$ cat src/rtl/rf_ctrl_pkg.sv
// Shared register-file control types: address width, register count and the hardwired zero register.
package rf_ctrl_pkg;

    localparam int REG_ADDR_W = 5;
    localparam int NUM_REGS   = 32;

    typedef logic [REG_ADDR_W-1:0] reg_addr_t;

    localparam reg_addr_t ZERO_REG = 5'd0;

    function automatic logic [NUM_REGS-1:0] reg_onehot(input reg_addr_t addr);
        return NUM_REGS'(1) << addr;
    endfunction

endpackage

$ cat src/rtl/rf_wr_arbiter_if.sv
// Handshake bundle between the WB stage, the MDU, decode and the register file write port.
interface rf_wr_arbiter_if #(
    parameter int DATA_WIDTH = 32
);
    import rf_ctrl_pkg::*;

    logic                  wb_en;
    reg_addr_t             wb_addr;
    logic [DATA_WIDTH-1:0] wb_data;

    logic                  mdu_valid;
    reg_addr_t             mdu_addr;
    logic [DATA_WIDTH-1:0] mdu_data;
    logic                  mdu_ready;

    logic                  issue_valid;
    reg_addr_t             issue_addr;
    logic                  issue_ready;

    reg_addr_t             rs_addr;
    reg_addr_t             rt_addr;
    logic                  rs_busy;
    logic                  rt_busy;

    logic                  stall_pipe;
    logic                  rf_wr_en;
    reg_addr_t             rf_wr_addr;
    logic [DATA_WIDTH-1:0] rf_wr_data;
    logic [NUM_REGS-1:0]   busy_vec;

    modport master (
        output wb_en, wb_addr, wb_data,
        output mdu_valid, mdu_addr, mdu_data,
        input  mdu_ready,
        output issue_valid, issue_addr,
        input  issue_ready,
        output rs_addr, rt_addr,
        input  rs_busy, rt_busy,
        input  stall_pipe, rf_wr_en, rf_wr_addr, rf_wr_data, busy_vec
    );

    modport slave (
        input  wb_en, wb_addr, wb_data,
        input  mdu_valid, mdu_addr, mdu_data,
        output mdu_ready,
        input  issue_valid, issue_addr,
        output issue_ready,
        input  rs_addr, rt_addr,
        output rs_busy, rt_busy,
        output stall_pipe, rf_wr_en, rf_wr_addr, rf_wr_data, busy_vec
    );

endinterface

$ cat src/rtl/rf_scoreboard.sv
// Per-register pending-MDU-write scoreboard; set and clear land on the next posedge, set wins.
// Queries and issue_ready read registered state only; register 0 is never busy.
module rf_scoreboard
    import rf_ctrl_pkg::*;
(
    input  logic                clk,
    input  logic                rst_n,
    input  logic                set_en,
    input  reg_addr_t           set_addr,
    input  logic                clr_en,
    input  reg_addr_t           clr_addr,
    input  reg_addr_t           rs_addr,
    input  reg_addr_t           rt_addr,
    input  reg_addr_t           issue_addr,
    output logic                rs_busy,
    output logic                rt_busy,
    output logic                issue_ready,
    output logic [NUM_REGS-1:0] busy_vec
);

    logic [NUM_REGS-1:0] busy;
    logic [NUM_REGS-1:0] busy_nxt;

    always_comb begin
        busy_nxt = busy;
        if (clr_en) begin
            busy_nxt = busy_nxt & ~reg_onehot(clr_addr);
        end
        // Applied after the clear so a same-cycle reissue keeps the register busy.
        if (set_en) begin
            busy_nxt = busy_nxt | reg_onehot(set_addr);
        end
        busy_nxt[0] = 1'b0;
    end

    always_ff @(posedge clk or negedge rst_n) begin
        if (!rst_n) begin
            busy <= '0;
        end else begin
            busy <= busy_nxt;
        end
    end

    assign rs_busy     = busy[rs_addr];
    assign rt_busy     = busy[rt_addr];
    assign issue_ready = !busy[issue_addr] || (issue_addr == ZERO_REG);
    assign busy_vec    = busy;

endmodule

$ cat src/rtl/rf_wr_arbiter.sv
// Arbitrates the single RF write port between WB and the MDU; WB wins unless the MDU has waited STARVE_LIMIT cycles.
// Zero-cycle grant latency; starvation forces a one-cycle stall_pipe during which WB must be re-presented.
module rf_wr_arbiter
    import rf_ctrl_pkg::*;
#(
    parameter int DATA_WIDTH   = 32,
    parameter int STARVE_LIMIT = 4
) (
    input logic           clk,
    input logic           rst_n,
    rf_wr_arbiter_if.slave bus
);

    localparam int                CNT_W = $clog2(STARVE_LIMIT + 1);
    localparam logic [CNT_W-1:0]  LIMIT = CNT_W'(STARVE_LIMIT);

    logic [CNT_W-1:0]      wait_cnt;
    logic                  stall;
    logic                  wb_claim;
    logic                  mdu_sel;
    logic                  mdu_ready;
    logic                  mdu_hs;
    logic                  sb_issue_ready;
    logic                  issue_ready;
    logic                  issue_set;
    logic                  wr_en;
    reg_addr_t             wr_addr;
    logic [DATA_WIDTH-1:0] wr_data;

    assign stall     = (wait_cnt == LIMIT);
    assign wb_claim  = bus.wb_en && (bus.wb_addr != ZERO_REG);
    assign mdu_sel   = stall || !wb_claim;
    assign mdu_ready = rst_n && mdu_sel;
    assign mdu_hs    = bus.mdu_valid && mdu_ready;

    always_comb begin
        wr_en   = 1'b0;
        wr_addr = bus.wb_addr;
        wr_data = bus.wb_data;
        if (mdu_sel) begin
            if (mdu_hs) begin
                wr_en   = (bus.mdu_addr != ZERO_REG);
                wr_addr = bus.mdu_addr;
                wr_data = bus.mdu_data;
            end
        end else begin
            wr_en = 1'b1;
        end
        if (!rst_n) begin
            wr_en   = 1'b0;
            wr_addr = ZERO_REG;
            wr_data = '0;
        end
    end

    // Counts only while a result sits unaccepted; saturation is what raises stall.
    always_ff @(posedge clk or negedge rst_n) begin
        if (!rst_n) begin
            wait_cnt <= '0;
        end else if (!bus.mdu_valid || mdu_hs) begin
            wait_cnt <= '0;
        end else if (wait_cnt != LIMIT) begin
            wait_cnt <= wait_cnt + CNT_W'(1);
        end
    end

    assign issue_ready = rst_n && sb_issue_ready;
    assign issue_set   = bus.issue_valid && issue_ready && (bus.issue_addr != ZERO_REG);

    rf_scoreboard u_scoreboard (
        .clk         (clk),
        .rst_n       (rst_n),
        .set_en      (issue_set),
        .set_addr    (bus.issue_addr),
        .clr_en      (mdu_hs),
        .clr_addr    (bus.mdu_addr),
        .rs_addr     (bus.rs_addr),
        .rt_addr     (bus.rt_addr),
        .issue_addr  (bus.issue_addr),
        .rs_busy     (bus.rs_busy),
        .rt_busy     (bus.rt_busy),
        .issue_ready (sb_issue_ready),
        .busy_vec    (bus.busy_vec)
    );

    assign bus.mdu_ready   = mdu_ready;
    assign bus.issue_ready = issue_ready;
    assign bus.stall_pipe  = stall;
    assign bus.rf_wr_en    = wr_en;
    assign bus.rf_wr_addr  = wr_addr;
    assign bus.rf_wr_data  = wr_data;

endmodule

$ cat src/flat_wrapper.sv
// flat-port wrapper written by rule: the top's interface ports become plain ports
module rf_wr_arbiter_flat import rf_ctrl_pkg::*;
#(
    parameter int DATA_WIDTH   = 32,
    parameter int STARVE_LIMIT = 4
)
  (clk, rst_n, bus_wb_en, bus_wb_addr, bus_wb_data, bus_mdu_valid, bus_mdu_addr, bus_mdu_data, bus_mdu_ready, bus_issue_valid, bus_issue_addr, bus_issue_ready, bus_rs_addr, bus_rt_addr, bus_rs_busy, bus_rt_busy, bus_stall_pipe, bus_rf_wr_en, bus_rf_wr_addr, bus_rf_wr_data, bus_busy_vec);
  rf_wr_arbiter_if #(.DATA_WIDTH(DATA_WIDTH)) bus_i ();
  input logic clk;
  input logic rst_n;
  input wire logic [$bits(bus_i.wb_en)-1:0] bus_wb_en;
  input wire logic [$bits(bus_i.wb_addr)-1:0] bus_wb_addr;
  input wire logic [$bits(bus_i.wb_data)-1:0] bus_wb_data;
  input wire logic [$bits(bus_i.mdu_valid)-1:0] bus_mdu_valid;
  input wire logic [$bits(bus_i.mdu_addr)-1:0] bus_mdu_addr;
  input wire logic [$bits(bus_i.mdu_data)-1:0] bus_mdu_data;
  output wire logic [$bits(bus_i.mdu_ready)-1:0] bus_mdu_ready;
  input wire logic [$bits(bus_i.issue_valid)-1:0] bus_issue_valid;
  input wire logic [$bits(bus_i.issue_addr)-1:0] bus_issue_addr;
  output wire logic [$bits(bus_i.issue_ready)-1:0] bus_issue_ready;
  input wire logic [$bits(bus_i.rs_addr)-1:0] bus_rs_addr;
  input wire logic [$bits(bus_i.rt_addr)-1:0] bus_rt_addr;
  output wire logic [$bits(bus_i.rs_busy)-1:0] bus_rs_busy;
  output wire logic [$bits(bus_i.rt_busy)-1:0] bus_rt_busy;
  output wire logic [$bits(bus_i.stall_pipe)-1:0] bus_stall_pipe;
  output wire logic [$bits(bus_i.rf_wr_en)-1:0] bus_rf_wr_en;
  output wire logic [$bits(bus_i.rf_wr_addr)-1:0] bus_rf_wr_addr;
  output wire logic [$bits(bus_i.rf_wr_data)-1:0] bus_rf_wr_data;
  output wire logic [$bits(bus_i.busy_vec)-1:0] bus_busy_vec;
  assign bus_i.wb_en = bus_wb_en;
  assign bus_i.wb_addr = bus_wb_addr;
  assign bus_i.wb_data = bus_wb_data;
  assign bus_i.mdu_valid = bus_mdu_valid;
  assign bus_i.mdu_addr = bus_mdu_addr;
  assign bus_i.mdu_data = bus_mdu_data;
  assign bus_mdu_ready = bus_i.mdu_ready;
  assign bus_i.issue_valid = bus_issue_valid;
  assign bus_i.issue_addr = bus_issue_addr;
  assign bus_issue_ready = bus_i.issue_ready;
  assign bus_i.rs_addr = bus_rs_addr;
  assign bus_i.rt_addr = bus_rt_addr;
  assign bus_rs_busy = bus_i.rs_busy;
  assign bus_rt_busy = bus_i.rt_busy;
  assign bus_stall_pipe = bus_i.stall_pipe;
  assign bus_rf_wr_en = bus_i.rf_wr_en;
  assign bus_rf_wr_addr = bus_i.rf_wr_addr;
  assign bus_rf_wr_data = bus_i.rf_wr_data;
  assign bus_busy_vec = bus_i.busy_vec;
  rf_wr_arbiter #(.DATA_WIDTH(DATA_WIDTH), .STARVE_LIMIT(STARVE_LIMIT)) u_core (.clk(clk), .rst_n(rst_n), .bus(bus_i));
endmodule
$ cat config.mk
export PLATFORM = sky130hd
export DESIGN_NAME = rf_wr_arbiter_flat
export DESIGN_NICKNAME = d
export VERILOG_FILES = /design/src/rtl/rf_ctrl_pkg.sv /design/src/rtl/rf_wr_arbiter_if.sv /design/src/rtl/rf_scoreboard.sv /design/src/rtl/rf_wr_arbiter.sv /design/src/flat_wrapper.sv
export SDC_FILE = /design/constraint.sdc
export NUM_CORES = 1
export LEC_CHECK = 0
export BUFFER_PORTS_ARGS = -buffer_cell sky130_fd_sc_hd__buf_4
export CORE_MARGIN = 2
export CORE_UTILIZATION = 30
export CTS_BUF_LIST = sky130_fd_sc_hd__clkbuf_4
export CTS_CLUSTER_SIZE = 20
export DETAILED_ROUTE_END_ITERATION = 8
export GPL_ROUTABILITY_DRIVEN = 1
export PLACE_DENSITY = 0.59
export SYNTH_ARGS = -nofsm -noshare
export SYNTH_HDL_FRONTEND = slang
export SYNTH_HIERARCHICAL = 1
export SYNTH_SLANG_ARGS = --single-unit
$ cat constraint.sdc
create_clock -name clk -period 5.1 [get_ports clk]
set_input_delay 1.53 -clock clk [delete_from_list [all_inputs] [get_ports clk]]
set_output_delay 1.53 -clock clk [all_outputs]
set_load 0.03 [all_outputs]
==> results of run 1 <==
## critical path: stages
cell and delay (ns):
buf_4 0.11, or4_4 0.54, o22a_4 0.44, mux2i_1 0.29, buf_4 0.20
## worst paths after layout
path	endpoint	cells after the start	slack, ns
setup / recovery	bus_rf_wr_addr[1]	5	0.45
hold / removal	u_core/wait_cnt[0]	3	0.59
setup reg to reg	u_core/u_scoreboard/busy_vec[6]	8	2.52
hold reg to reg	u_core/wait_cnt[0]	3	0.59
max in group asynchronous	u_core/wait_cnt[2]	2	2.90
min in group asynchronous	u_core/u_scoreboard/busy_vec[30]	2	1.86
## routing by layer
layer  share of wire [%]  global-route usage, %  vias up
met2                  48                   32.4      185
met4                 1.1                   3.80        0
met3                 9.7                   3.93        9
met5                   0                      0        -
met1                  41                   25.3     1603
li1                    -                      -     1619
## report_power, final
| group | switching [mW] | internal, mW | total (mW) |
|---|---|---|---|
| registers | 0.0766 | 0.318 | 0.394 |
| clock network | 0.0896 | 0.0571 | 0.147 |
| logic | 0.316 | 0.258 | 0.575 |
## Yosys cell counts (all sizes together) (3+ instances only)
library cell,count
o21ai,66
mux2,3
nand2b,4
nor2,7
mux4,21
nand3,7
mux2i,44
clkbuf,10
inv,5
nand2,89
a31oi,3
dfrtp,34
or3b,5
and3,3
nor2b,3
or4,3
nand3b,6
buf,11
o211ai,3
## sequential cells by signal, indices dropped and copies added (netlist names)
signal and count:
u_core/u_scoreboard/busy_vec 31, u_core/wait_cnt 3
## cell type report
type                       count  area, um2  area share, %
timing repair buffer         168       1260           28.0
inverter                       5       18.8          0.416
sequential                    34        851           18.9
clock inverter                 2       8.76          0.194
tap                          136        170           3.78
multi-input combinational    295       2150           47.8
clock buffer                   6       45.0          0.999
## logic make-up (layout without fill, tap and decap cells)
kind of cell,after synthesis,in the layout,synth area share (%)
AO/OA/AOI/OAI,85,85,15.0
AND/OR/NAND/NOR,139,139,20.5
adder cells (fa/ha/maj),2,2,0.781
other,1,1,0.117
buffers and inverters,26,181,6.21
flip-flops,34,34,26.6
multiplexers,68,68,30.8
## per-stage QoR
step           utilization [%]  power, mW
6_report                  43.7       1.12
3_3_place_gp              43.1      0.964
4_1_cts                   43.7       1.12
2_1_floorplan                -      0.724
5_1_grt                   43.7       1.18
3_5_place_dp              43.1      0.974
==> reports/results.tsv, run 1 <==
stage	metric	value	unit
power	p_leak	2.27	nW
final_layout	fill_cells	1011	
worst_setup_path	rr_startpoint	u_core/u_scoreboard/busy_vec[31]	
grt	grt_max_degree	79	
route	ant_nets	0	
placement	place_ws	0.438	ns
synthesis	syn-cell-area	3200	um2
timing	min_period_over_period	91.2	%
grt	grt_overflow	0	
worst_setup_path	critPathRequiredTime	3.57	ns
clock_tree	cts.sinks	34	
route	post_drt_via_cell_ratio	5.29	
timing	finalClockSkew	0.00982	ns
clock_tree	clock_latency	0.34	ns
timing	setup_viol	0	
placement	portBuffers	167	
floorplanning	std_cell_rows	37	
floorplanning	die_x	107	um
synthesis	synthCells	355	
power	irDropWorstVdd	0.000100	V
run_status	status	complete, no violations	
final_layout	final_cells	646	
timing	drv_slew	0	
timing	tightest_slew	0.696	ns
clock_tree	numCtsBuffers	5	
clock_tree	cts_tree	built	
worst_setup_path	start_kind	input port	
final_layout	layout_commonest_cell	buf_4	
clock_tree	clkTransAtPathRegs	0.09	ns
final_layout	antenna-diode-count	0	
synthesis	synth_area_leaders	dfrtp_1, mux2i_1, nand2_1	
final_layout	final_cell_area	4510	um2
grt	grt_usage	19.1	%
clock_tree	cts_setup_buffers	0	
synthesis	synth_flop_cell	dfrtp_1	
synthesis	ys.warnings.count	6	
worst_setup_path	cp_max_fo	37	
synthesis	synth_edf_count	0	
synthesis	synth-async-reset-ratio	100	%
synthesis	synth_seq_area_share	26.6	%
timing	hold_viol	0	
placement	dpl.cell_count	638	
grt	grt_pass1_vias	3270	
floorplanning	pin_count	169	
min_path	hp-start	u_core/wait_cnt[0]	
placement	placed_cell_area	4450	um2
synthesis	postSynthAreaPerCell	9.02	um2
grt	antenna_found_initial	0	
grt	grt_pass1_wl	17300	um
final_layout	drive_above_1_share	38.4	%
route	drtIter0Drc	154	
floorplanning	fp.dieH	107	um
route	via_count	3416	
final_layout	layout_common_cells	buf_4, nand2_1, o21ai_0	
synthesis	synth_fp_nets	451	
route	drc	0	
timing	setup_slack	0.449	ns
worst_setup_path	setup.worst_path.end_class	output port	
worst_setup_path	crit_start	bus_wb_addr[0]	
placement	place_congestion	0.848	
floorplanning	die_area	11500	um2
clock_tree	cts-root-buf	clkbuf_4	
floorplanning	core	10300	um2
placement	dp_hpwl	8940	um
job	maxCapViolCount	0	
power	cellPowerDensity	248	nW/um2
clock_tree	htree_num_levels	2	
synthesis	synth_top_area_share	26.6	%
timing	max_freq	0.215	GHz
route	first_pass_iters	5	
worst_setup_path	critical_path_class	input port to output port	
route	routedWlPerCell	17.6	um
route	routed_wl	11400	um
synthesis	synth.distinct_cells	45	
synthesis	yosysTopAreaCell	dfrtp_1	
final_layout	syn_to_final_growth	40.8	%
timing	max_slew_margin	53.6	%
floorplanning	start_util	31.0	%
synthesis	ys_ff_latch	34	
timing	whs	0.592	ns
final_layout	fin_nets	605	
timing	rsz0062_at_grt	no	
clock_tree	cts_buffer_depth	2	
clock_tree	cts.repair.resized	0	
min_path	hold_class	flip-flop to flip-flop	
timing	setup_tns	0	ns
worst_setup_path	crit_arrival	3.12	ns
clock_tree	hold_buffers	0	
timing	min_period	4.65	ns
Note: power is estimated with default switching activity, not from simulation.
==> inputs of run 2 (changes only) <==
--- a/config.mk
+++ b/config.mk
@@ -12,8 +12,7 @@
 export CTS_CLUSTER_SIZE = 20
 export DETAILED_ROUTE_END_ITERATION = 8
 export GPL_ROUTABILITY_DRIVEN = 1
-export PLACE_DENSITY = 0.59
+export PLACE_DENSITY = 0.6
 export SYNTH_ARGS = -nofsm -noshare
 export SYNTH_HDL_FRONTEND = slang
-export SYNTH_HIERARCHICAL = 1
 export SYNTH_SLANG_ARGS = --single-unit
==> reports/results.tsv, run 2 <==
stage	metric	value	unit	change
run_status	status	complete, no violations		
synthesis	muxShareOfSynthArea	15.8	%	-15 points
synthesis	ys_ff_latch	34		unchanged
synthesis	synth_compound_area_share	24.8	%	+9.8 points
route	drc	0		unchanged
floorplanning	core	9820	um2	-4.9%
route	routedWlPerCell	17.5	um	-0.79%
synthesis	synthTopCellsByCount	nand2_1, o21ai_0, dfrtp_1, o21ai_1, mux2i_1		
power	cellPowerDensity	253	nW/um2	+2.3%
final_layout	syn_to_final_growth	43.7	%	
final_layout	antenna-diode-count	0		unchanged
min_path	hold_class	flip-flop to flip-flop		
power	p_switching	0.498	mW	+3.2%
route	via_count	3652		+6.9%
clock_tree	cts_tree	built		
timing	min_period_over_period	95.6	%	+4.4 points
job	maxCapViolCount	0		unchanged
synthesis	synth.distinct_cells	52		+16%
timing	setup_viol	0		unchanged
clock_tree	clock_latency	0.34	ns	about the same
clock_tree	hold_buffers	0		unchanged
placement	dp_hpwl	9240	um	+3.4%
final_layout	fill_cells	1040		+2.9%
synthesis	synth-async-reset-ratio	100	%	unchanged
worst_setup_path	max_stage_delay	0.54	ns	about the same
synthesis	synth-simple-area-share	24.4	%	+3.9 points
placement	place_congestion	0.852		+0.41%
synthesis	synth_edf_count	0		unchanged
floorplanning	std_cell_rows	36		-2.7%
route	first_pass_iters	4		-1
worst_setup_path	crit_arrival	3.35	ns	+0.23 ns
floorplanning	die_area	11000	um2	-4.3%
floorplanning	die_x	105	um	-2.2%
clock_tree	cts_setup_buffers	0		unchanged
synthesis	synth_top_area_share	27.8	%	+1.3 points
grt	use_met1	26.8	%	+1.5 points
grt	grt_pass1_vias	3638		+11%
synthesis	yosysTopAreaCell	dfrtp_1		
route	ant_nets	0		unchanged
final_layout	fin_nets	637		+5.3%
worst_setup_path	r2r_slack	3.27	ns	+0.75 ns
power	p_int	0.614	mW	-2.9%
synthesis	synthAdderAreaFrac	0.818	%	+0.037 points
final_layout	utilization	44.8	%	+1.1 points
grt	antenna_found_initial	0		unchanged
synthesis	ys.warnings.count	0		-6
grt	gr-usage-met3	5.36	%	+1.4 points
synthesis	synth_top_family_by_area	compound AO/OA/AOI/OAI gates		
timing	tightest_slew	0.525	ns	-0.172 ns
grt	grt_overflow	0		unchanged
final_layout	layout_commonest_cell	buf_4		
power	clkPwrFrac	11.9	%	-1.2 points
synthesis	synthXorXnorAreaFrac	0.286	%	+0.29 points
synthesis	synth_fp_nets	490		+8.6%
clock_tree	htree_num_levels	2		unchanged
synthesis	postSynthAreaPerCell	7.76	um2	-14%
timing	max_freq	0.205	GHz	-4.6%
final_layout	layout_common_cells	buf_4, nand2_1, o21ai_0		
timing	finalClockSkew	0.00500	ns	-0.00483 ns
placement	portBuffers	167		unchanged
synthesis	synth_area_leaders	dfrtp_1, nand2_1, o21ai_0		
route	routed_wl	11800	um	+3.4%
final_layout	drive_above_1_share	37.6	%	-0.84 points
grt	grt_pass1_wl	18700	um	+8.1%
grt	busiest_layer	met2		
timing	max_slew_margin	64.6	%	+11 points
floorplanning	pin_count	169		unchanged
power	p_seq_share	36.5	%	+1.2 points
power	combinationalPowerShare	51.5	%	about the same
worst_setup_path	cpMostUsedCell	buf_4		
final_layout	largest_reg_flops	31		unchanged
power	swShare	44.8	%	+1.5 points
grt	grt_util_met2	35.1	%	+2.7 points
worst_setup_path	start_kind	input port		
power	p_leak	1.98	nW	-13%
timing	min_period	4.88	ns	+0.227 ns
clock_tree	clkTransAtPathRegs	0.10	ns	about the same
worst_setup_path	crit_chain	buf_4 -> or4_4 -> o211ai_4 -> and2_2 -> buf_12 -> nand2_1 -> o21ai_0 -> buf_4		
route	post_drt_via_cell_ratio	5.43		+2.6%
floorplanning	fp.dieH	105	um	-2.2%
grt	grt_usage	21.0	%	+1.9 points
clock_tree	cts_buffer_depth	2		unchanged
route	drtIter0Drc	207		+34%
timing	rsz0062_at_grt	no		
power	irDropWorstVdd	0.0000960	V	-4.2%
synthesis	synth_flop_cell	dfrtp_1		
synthesis	synthCells	394		+11%
clock_tree	cts.sinks	34		unchanged
clock_tree	numCtsBuffers	5		unchanged
synthesis	synth_seq_area_share	27.8	%	+1.3 points
worst_setup_path	critPathSlowestCell	or4_4		
timing	drv_slew	0		unchanged
worst_setup_path	critPathRequiredTime	3.57	ns	about the same
synthesis	synth.most_common_cell	nand2_1		
clock_tree	cts.repair.resized	0		unchanged
timing	setup_tns	0	ns	unchanged
worst_setup_path	setup.worst_path.end_class	output port		
clock_tree	cts-root-buf	clkbuf_4		
synthesis	syn-cell-area	3060	um2	-4.5%
grt	grt_max_degree	72		-8.9%
floorplanning	start_util	31.1	%	+0.13 points
worst_setup_path	critical_path_class	input port to output port		
worst_setup_path	cp_max_fo	71		+92%
timing	hold_viol	0		unchanged
run 2: stage by stage:
stage	total power [mW]	hold WS, ns	area (um2)	setup slack [ns]	cells
after floorplan	0.725	0.518	3060	0.178	394
after global placement	0.973	0.530	4350	0.267	667
after detailed placement	0.983	0.548	4350	0.221	667
after CTS	1.11	0.561	4390	0.220	673
after global routing	1.18	0.593	4390	0.0950	673
final	1.11	0.555	4390	0.223	673
run 2: kinds of logic (layout without fill, tap and decap cells):
family	Yosys count	after routing
AO/OA/AOI/OAI	128	128
XOR/XNOR	1	1
adder cells (fa/ha/maj)	2	2
buffers and inverters	35	181
flip-flops	34	34
multiplexers	38	38
other	1	1
AND/OR/NAND/NOR	155	155
run 2: worst max-delay path, delay by kind of cell:
kind / cells / cell delay (ns)
AND/OR/NAND/NOR: 3 / 0.91
AO/OA/AOI/OAI: 2 / 0.33
buffers and inverters: 3 / 0.56
run 2: per-layer routing:
metal	wire length (um)	part of all wire (%)	vias to the layer above
li1	-	-	1736
met1	4750	40	1712
met2	5660	48	195
met3	1240	11	9
met4	116	0.99	0
met5	0	0	-
run 2: cell type report:
class                      instances  area (um2)  share of cell area [%]
multi-input combinational        325        2030                    46.2
timing repair buffer             170        1290                    29.3
sequential                        34         851                    19.4
tap                              133         166                    3.79
clock buffer                       5        37.5                   0.854
inverter                           5        18.8                   0.427
clock inverter                     1        3.75                  0.0854
run 2: path summary, 6_finish.rpt:
check | start | to | cells after the start
max | bus_wb_addr[2] | bus_rf_wr_data[30] | 8
min | u_core.wait_cnt[1] | u_core.wait_cnt[1] | 2
min reg2reg | u_core.wait_cnt[1] | u_core.wait_cnt[1] | 2
max in group asynchronous | rst_n | u_core.u_scoreboard.busy_vec[13] | 2
max reg2reg | u_core.wait_cnt[0] | u_core.u_scoreboard.busy_vec[25] | 7
min in group asynchronous | rst_n | u_core.u_scoreboard.busy_vec[1] | 2
run 2: power by group through the flow:
stage / Sequential, mW / Combinational (mW) / Clock, mW
finish: 0.407 / 0.573 / 0.133
global route: 0.414 / 0.618 / 0.144
CTS: 0.403 / 0.577 / 0.134
detailed placement: 0.409 / 0.575 / 0
global placement: 0.407 / 0.566 / 0
floorplan: 0.467 / 0.257 / 0
